**src/rtl/_arbiter16.sv**
```systemverilog
// _arbiter16 - round-robin arbiter in front of the shared 16-bit gate datapath.
//
// Up to N requesters each present a request bit and a W-bit word. One owner is
// granted at a time. The owner's word is registered onto out_y, and priority
// rotates from the last owner so that no requester starves.
//
// Ports:
//   in_clk     clock, rising edge
//   in_reset   synchronous active-high reset
//   in_req     [0:N-1]    request per requester (bit i = requester i)
//   in_data    [0:N*W-1]  packed words, requester i at [i*W : i*W+W-1], MSB first
//   out_gnt    [0:N-1]    registered one-hot grant, or all zeros
//   out_y      [0:W-1]    registered word of the requester granted last cycle
//   out_valid  qualifies out_y
//
// Optional feature: define ARBITER16_BURST_LIMIT_EN to force the owner off the
// bus after MAX_BURST consecutive grant cycles, if another requester is waiting.

module _arbiter16 #(
    parameter int N         = 4,
    parameter int W         = 16,
    parameter int MAX_BURST = 4
) (
    input  logic           in_clk,
    input  logic           in_reset,
    input  logic [0:N-1]   in_req,
    input  logic [0:N*W-1] in_data,
    output logic [0:N-1]   out_gnt,
    output logic [0:W-1]   out_y,
    output logic           out_valid
);

    localparam int LW = (N > 1) ? $clog2(N) : 1;

    localparam logic [0:0] ST_IDLE  = 1'b0;
    localparam logic [0:0] ST_GRANT = 1'b1;

    // A bad MAX_BURST is an elaboration error rather than silent misbehaviour.
    generate
        if (MAX_BURST < 1 || MAX_BURST > 15) begin : g_bad_burst
            $error("_arbiter16: MAX_BURST must be in 1..15");
        end
    endgenerate

    logic [0:0]    state_q, state_d;
    logic [LW-1:0] last_q,  last_d;
    logic [0:N-1]  gnt_q,   gnt_d;
    logic [0:W-1]  y_q,     y_d;
    logic          valid_q, valid_d;

`ifdef ARBITER16_BURST_LIMIT_EN
    logic [3:0]    cnt_q,   cnt_d;
    logic          others_pend;
`endif

    logic [LW-1:0] start;
    logic          found;
    logic [LW-1:0] win;
    logic          force_rel;
    int            idx;

    // Round-robin search: first set request from last+1, wrapping modulo N.
    // In GRANT the owner is last_q, so a handover search starts at g+1 and the
    // owner itself is reached last, after every other requester.
    always_comb begin
        start = (last_q == LW'(N - 1)) ? '0 : last_q + 1'b1;
        found = 1'b0;
        win   = '0;
        idx   = 0;
        for (int k = 0; k < N; k++) begin
            idx = int'(start) + k;
            if (idx >= N) idx = idx - N;
            if (!found && in_req[idx]) begin
                found = 1'b1;
                win   = LW'(idx);
            end
        end
    end

`ifdef ARBITER16_BURST_LIMIT_EN
    // In GRANT, gnt_q is one-hot on the owner, so masking it leaves the others.
    // Compare with >= so that a counter that ran past the limit while the
    // owner was alone still forces release once someone else shows up.
    always_comb begin
        others_pend = |(in_req & ~gnt_q);
        force_rel   = (cnt_q >= 4'(MAX_BURST)) && others_pend;
    end
`else
    assign force_rel = 1'b0;
`endif

    always_comb begin
        state_d = state_q;
        last_d  = last_q;
        gnt_d   = gnt_q;
`ifdef ARBITER16_BURST_LIMIT_EN
        cnt_d   = cnt_q;
`endif
        case (state_q)
            ST_IDLE: begin
                if (found) begin
                    state_d     = ST_GRANT;
                    last_d      = win;
                    gnt_d       = '0;
                    gnt_d[win]  = 1'b1;
`ifdef ARBITER16_BURST_LIMIT_EN
                    cnt_d       = 4'd1;
`endif
                end
            end
            default: begin
                if (in_req[last_q] && !force_rel) begin
`ifdef ARBITER16_BURST_LIMIT_EN
                    cnt_d = (cnt_q == 4'd15) ? cnt_q : cnt_q + 4'd1;
`endif
                end else if (found) begin
                    // Direct handover, no idle cycle between owners.
                    last_d      = win;
                    gnt_d       = '0;
                    gnt_d[win]  = 1'b1;
`ifdef ARBITER16_BURST_LIMIT_EN
                    cnt_d       = 4'd1;
`endif
                end else begin
                    state_d = ST_IDLE;
                    gnt_d   = '0;
                end
            end
        endcase
    end

    // Capture a word only when its requester holds both grant and request.
    always_comb begin
        valid_d = |(gnt_q & in_req);
        y_d     = y_q;
        for (int i = 0; i < N; i++) begin
            if (gnt_q[i] && in_req[i]) y_d = in_data[i*W +: W];
        end
    end

    always_ff @(posedge in_clk) begin
        if (in_reset) begin
            state_q <= ST_IDLE;
            last_q  <= LW'(N - 1);
            gnt_q   <= '0;
            y_q     <= '0;
            valid_q <= 1'b0;
`ifdef ARBITER16_BURST_LIMIT_EN
            cnt_q   <= 4'd0;
`endif
        end else begin
            state_q <= state_d;
            last_q  <= last_d;
            gnt_q   <= gnt_d;
            y_q     <= y_d;
            valid_q <= valid_d;
`ifdef ARBITER16_BURST_LIMIT_EN
            cnt_q   <= cnt_d;
`endif
        end
    end

    assign out_gnt   = gnt_q;
    assign out_y     = y_q;
    assign out_valid = valid_q;

endmodule

```
**config.mk**
```make
export PLATFORM = sky130hd
export DESIGN_NAME = _arbiter16
export DESIGN_NICKNAME = d
export VERILOG_FILES = /design/src/rtl/_arbiter16.sv
export SDC_FILE = /design/constraint.sdc
export NUM_CORES = 1
export LEC_CHECK = 0
export CAP_MARGIN = 20
export CORE_ASPECT_RATIO = 1.2
export CORE_UTILIZATION = 35
export DETAILED_ROUTE_END_ITERATION = 7
export DONT_BUFFER_PORTS = 1
export MAX_ROUTING_LAYER = met4
export PLACE_DENSITY = 0.54
export SLEW_MARGIN = 20
export SYNTH_ARGS = -nofsm -noshare
export SYNTH_HDL_FRONTEND = slang
export SYNTH_SLANG_ARGS = --single-unit
```
**constraint.sdc**
```tcl
create_clock -name in_clk -period 2 [get_ports in_clk]
set_clock_uncertainty 0.2 [all_clocks]
set_input_delay 0.2 -clock in_clk [delete_from_list [all_inputs] [get_ports in_clk]]
set_output_delay 0.2 -clock in_clk [all_outputs]
set_load 0.02 [all_outputs]
```
==> results by stage <==
Outcome:
- The flow ran to the end, and the final reports show no timing, DRC or antenna violations.

Synthesis:
- The fraction of synthesized cell area in xor and xnor cells is 0%.
- Yosys attributes the largest share of cell area to sky130_fd_sc_hd__dfxtp_1 (30%), sky130_fd_sc_hd__a311o_1 (11%), sky130_fd_sc_hd__o211ai_1 (9.4%).
- Of the post-synthesis cell area, the part taken by muxes is approximately 1.3%.
- The synthesized netlist devotes between 40% and 50% of its cell area to compound gates.
- The fraction of the mapped netlist area in simple logic gates is 15.9%.
- The proportion of synthesized flip-flops having asynchronous set or reset is 0%.
- Synthesis produced a netlist with a net count of roughly 260.
- The synthesized design contains 0 enable-type register cells.
- The arithmetic-cell share of the synthesized area counting full adders, half adders and majority gates is 0.781%.
- The dominant synthesized flop cell is sky130_fd_sc_hd__dfxtp_1.
- The cell count after synthesis is ~190.
- During synthesis, Yosys emitted a total of 0 warnings.
- The count of unique library cells instantiated by Yosys is 39.
- In this run, synthesis produced a sequential element count of 24.
- The mapped netlist covers between 0.0015 and 0.002 mm².
- Of the post-synthesis cell area, the dominant cell type holds a little under a third.
- Of all cell types, the one taking the most synthesized area is sky130_fd_sc_hd__dfxtp_1.
- The dominant combinational cell family by area after synthesis is compound AO/OA/AOI/OAI gates.
- The average cell area after synthesis is around 8.5 µm².
- The share of synthesized area occupied by flip-flops and latches is between 30% and 40%.

Worst setup path:
- STA classifies the critical path endpoint as a flop.
- The required time of the worst setup path is between 1.5 and 2 ns.
- The worst setup path is launched from a flop.
- The reg2reg setup slack is slightly above 0.06 ns.
- Of all nets on the critical path, the largest fanout is 7.
- For the worst setup path, the data arrival time is between 1.5 and 2 ns.
- The reg-to-reg endpoint is out_gnt[2].
- The depth of the most critical reg-to-reg path is 6.
- The critical path class is reg2reg.
- The startpoint identified for the worst register-to-register timing path is last_q[1].
- The startpoint of the worst setup timing path is last_q[1].

Power:
- The peak supply drop is about 0.00042 V.
- The analysis attributes to cell leakage a power of roughly 0.67 nW.
- Dividing total power by cell area gives a power density of about 1100 mW/mm².

Floorplanning:
- The die boundary width is around 64 µm.
- For this configuration, the core starts out at a cell density of between 30% and 40%.
- The area inside the core boundary is roughly 0.0043 mm².
- The floorplan has 26 rows.
- The floorplan step defined a die boundary enclosing roughly 0.0049 mm².
- Pin placement for this block handled 91 I/O pins.
- The height of the chip is 76.1 µm.

Placement:
- The final estimated routing congestion in global placement is about 0.87.
- The count of port buffers added during placement is 0.
- The HPWL after detailed placement is 3470 µm.
- The cell count after placement is around 240.

Routing:
- The number of iterations in the first detailed-routing pass is 4.
- The number of DRC markers in iteration 0 is between 50 and 60.
- The remaining antenna violation count after routing is 0.
- In the routed layout, each cell is associated on average with a via count of around 6.2.
- The DRC violation count after routing is 0.
- The total via count in the routed design is 1630.
- For this block, the routed nets add up to about 5000 µm of wire.
- In the final routed layout, each cell accounts on average for around 19 µm.

Timing:
- Setup repair after global routing left no endpoint under its margin.
- Summed over all failing endpoints, the final setup total negative slack is 0 ns.
- The worst hold slack is between 0.0015 and 0.002 ns.
- The count of final max-slew check failures is 0.
- Of the available clock period, the critical path in the final layout requires 96.9%.
- Static timing analysis puts the maximum clock frequency at around 520 MHz.
- The actual transition at the worst max-transition pin is between 0.9 and 1 ns.
- The final setup violation count is 0.
- Headroom to the max-slew limit came out at between 30% and 40%.
- The number of failing hold endpoints at the final stage came to 0.
- The routed design could run at a clock period as short as approximately 1.9 ns.

Cells and area:
- The relative area change from synthesis to final layout is 21.4%.
- The count of non-filler cells in the finished layout is between 200 and 300.
- After filler insertion, the fill cell instance count of the layout stands at around 420.
- The repair_antennas step left the layout with diodes totalling 0.
- Cells with a size suffix above 1 make up 14.5% of the layout.
- The number of nets in the layout is around 280.

Run:
- Max-cap violations in this run came to 0.

Global route:
- The global route total overflow is 0.
- The via count of the first global-routing pass is approximately 1600.
- The initial antenna violation count is 0.
- Across every metal layer, demand over resource in global routing totals about a fifth.
- The largest net degree at the start of global routing is 40.
- The first global-routing pass estimated roughly 7700 µm of wire.

Worst hold path:
- For hold timing, the worst endpoint is out_y[13].
- The startpoint of the most critical hold path is in_data[45].
- The classification of the worst-slack hold path is in2reg.
- The cell count of the worst hold path is 2.

Clocking:
- The clock latency of the later-clocked register in the worst-skew pair is about 0.27 ns.
- The cell sitting at the root of the clock tree is a sky130_fd_sc_hd__clkbuf_8.
- The register clock-pin slew on the reported worst setup and hold paths is ~0.090 ns.
- The number of H-tree levels is 1.
- The clock tree buffer depth is 2.
- The total clock sinks is 24.
- TritonCTS created 3 clock buffers.
- TritonCTS built the clock tree.
==> per-stage QoR <==
step           instance area, µm²  power [mW]  setup WS [ns]  util (%)
5_1_grt                      1940        2.25        0.00894      44.9
3_5_place_dp                 1670        1.71         0.0192      38.5
3_3_place_gp                 1670        1.67         0.0957      38.5
6_report                     1940        2.11         0.0614      44.9
4_1_cts                      1920        2.08        0.00407      44.4
2_1_floorplan                1600        1.51          0.135         -
==> worst max-delay path by stage <==
stage | end | slack, ns | cells past startpoint
after global placement | out_gnt[3] | 0.1 | 5
after floorplan | out_gnt[3] | 0.14 | 5
after detailed placement | out_gnt[1] | 0.02 | 5
after CTS | out_gnt[3] | 0.004 | 5
final | out_gnt[2] | 0.06 | 6
after global routing | out_gnt[3] | 0.009 | 5
==> layer usage <==
metal | track usage (%) | vias to the layer above | share of wire (%)
met3 | 3.29 | 12 | 4.9
met2 | 38.9 | 59 | 55
met1 | 20.5 | 780 | 38
li1 | - | 779 | -
met4 | 8.86 | 0 | 2.3
met5 | - | - | 0
==> state kept, by name, indices dropped and copies added, names as in the netlist <==
signal	flops
out_valid	1
out_y	16
out_gnt	4
last_q	2
state_q	1
==> cell type report <==
class | instances | area [µm²] | share of cell area [%]
Clock buffer | 4 | 55.1 | 2.83
Inverter | 2 | 7.51 | 0.386
Multi-Input combinational cell | 141 | 1010 | 51.8
Sequential cell | 24 | 482 | 24.8
Tap cell | 56 | 70.1 | 3.60
Timing Repair Buffer | 36 | 323 | 16.6
==> Yosys cell counts, types with 2 or more instances <==
cell and n:
sky130_fd_sc_hd__a21boi_0 13, sky130_fd_sc_hd__nand2_1 21, sky130_fd_sc_hd__buf_2 5, sky130_fd_sc_hd__a311oi_1 16, sky130_fd_sc_hd__clkbuf_1 11, sky130_fd_sc_hd__buf_6 2
sky130_fd_sc_hd__or4_4 2, sky130_fd_sc_hd__and2_1 2, sky130_fd_sc_hd__a311o_1 17, sky130_fd_sc_hd__nand3_1 2, sky130_fd_sc_hd__o21ai_0 3, sky130_fd_sc_hd__o32ai_1 2
sky130_fd_sc_hd__a21boi_1 3, sky130_fd_sc_hd__mux2i_1 2, sky130_fd_sc_hd__o211ai_1 20, sky130_fd_sc_hd__inv_1 2, sky130_fd_sc_hd__dfxtp_1 24, sky130_fd_sc_hd__nor2_1 18
sky130_fd_sc_hd__nand2b_1 2, sky130_fd_sc_hd__buf_4 2
==> power breakdown <==
part           leakage [nW]  internal, mW  switching [mW]
clock network        0.0288         0.176           0.164
logic                 0.440         0.423           0.478
registers             0.198         0.625           0.245
total                 0.666          1.22           0.886
==> worst max-delay path: stages, from the launching register on <==
cell	delay, ns
sky130_fd_sc_hd__dfxtp_2	0.38
sky130_fd_sc_hd__ha_2	0.31
sky130_fd_sc_hd__or4_4	0.44
sky130_fd_sc_hd__a31oi_4	0.21
sky130_fd_sc_hd__buf_4	0.15
sky130_fd_sc_hd__nand2_1	0.05
sky130_fd_sc_hd__o32ai_1	0.10
==> what timing repair did <==
action                                  4_1_cts  5_1_grt
endpoints found under the setup margin        2        3
buffers inserted                              0        2
cloned                                        0        0
gates resized for setup                       1        3
hold endpoints to repair                     24        0
hold buffers                                 20        0
pin swaps                                     0        1
==> layout by cell type (no fill, tap or decap), types with 3 or more instances in the layout <==
cell type                       netlist  layout
sky130_fd_sc_hd__a311o_1             17      17
sky130_fd_sc_hd__buf_4                2      16
sky130_fd_sc_hd__a311oi_1            16      16
sky130_fd_sc_hd__nand2_1             21      21
sky130_fd_sc_hd__dfxtp_1             24      23
sky130_fd_sc_hd__clkbuf_8             0       4
sky130_fd_sc_hd__o211ai_1            20      20
sky130_fd_sc_hd__a21boi_0            13      13
sky130_fd_sc_hd__nor2_1              18      18
sky130_fd_sc_hd__dlygate4sd3_1        0      19
sky130_fd_sc_hd__a21boi_1             3       3
==> cells by family (layout without fill, tap and decap cells) <==
family	count (synthesis)	in the layout
AO/OA/AOI/OAI	84	84
adder cells (fa/ha/maj)	1	1
buffers and inverters	23	42
flip-flops	24	24
multiplexers	2	2
AND/OR/NAND/NOR	54	54
(Power assumes the default switching activity.)
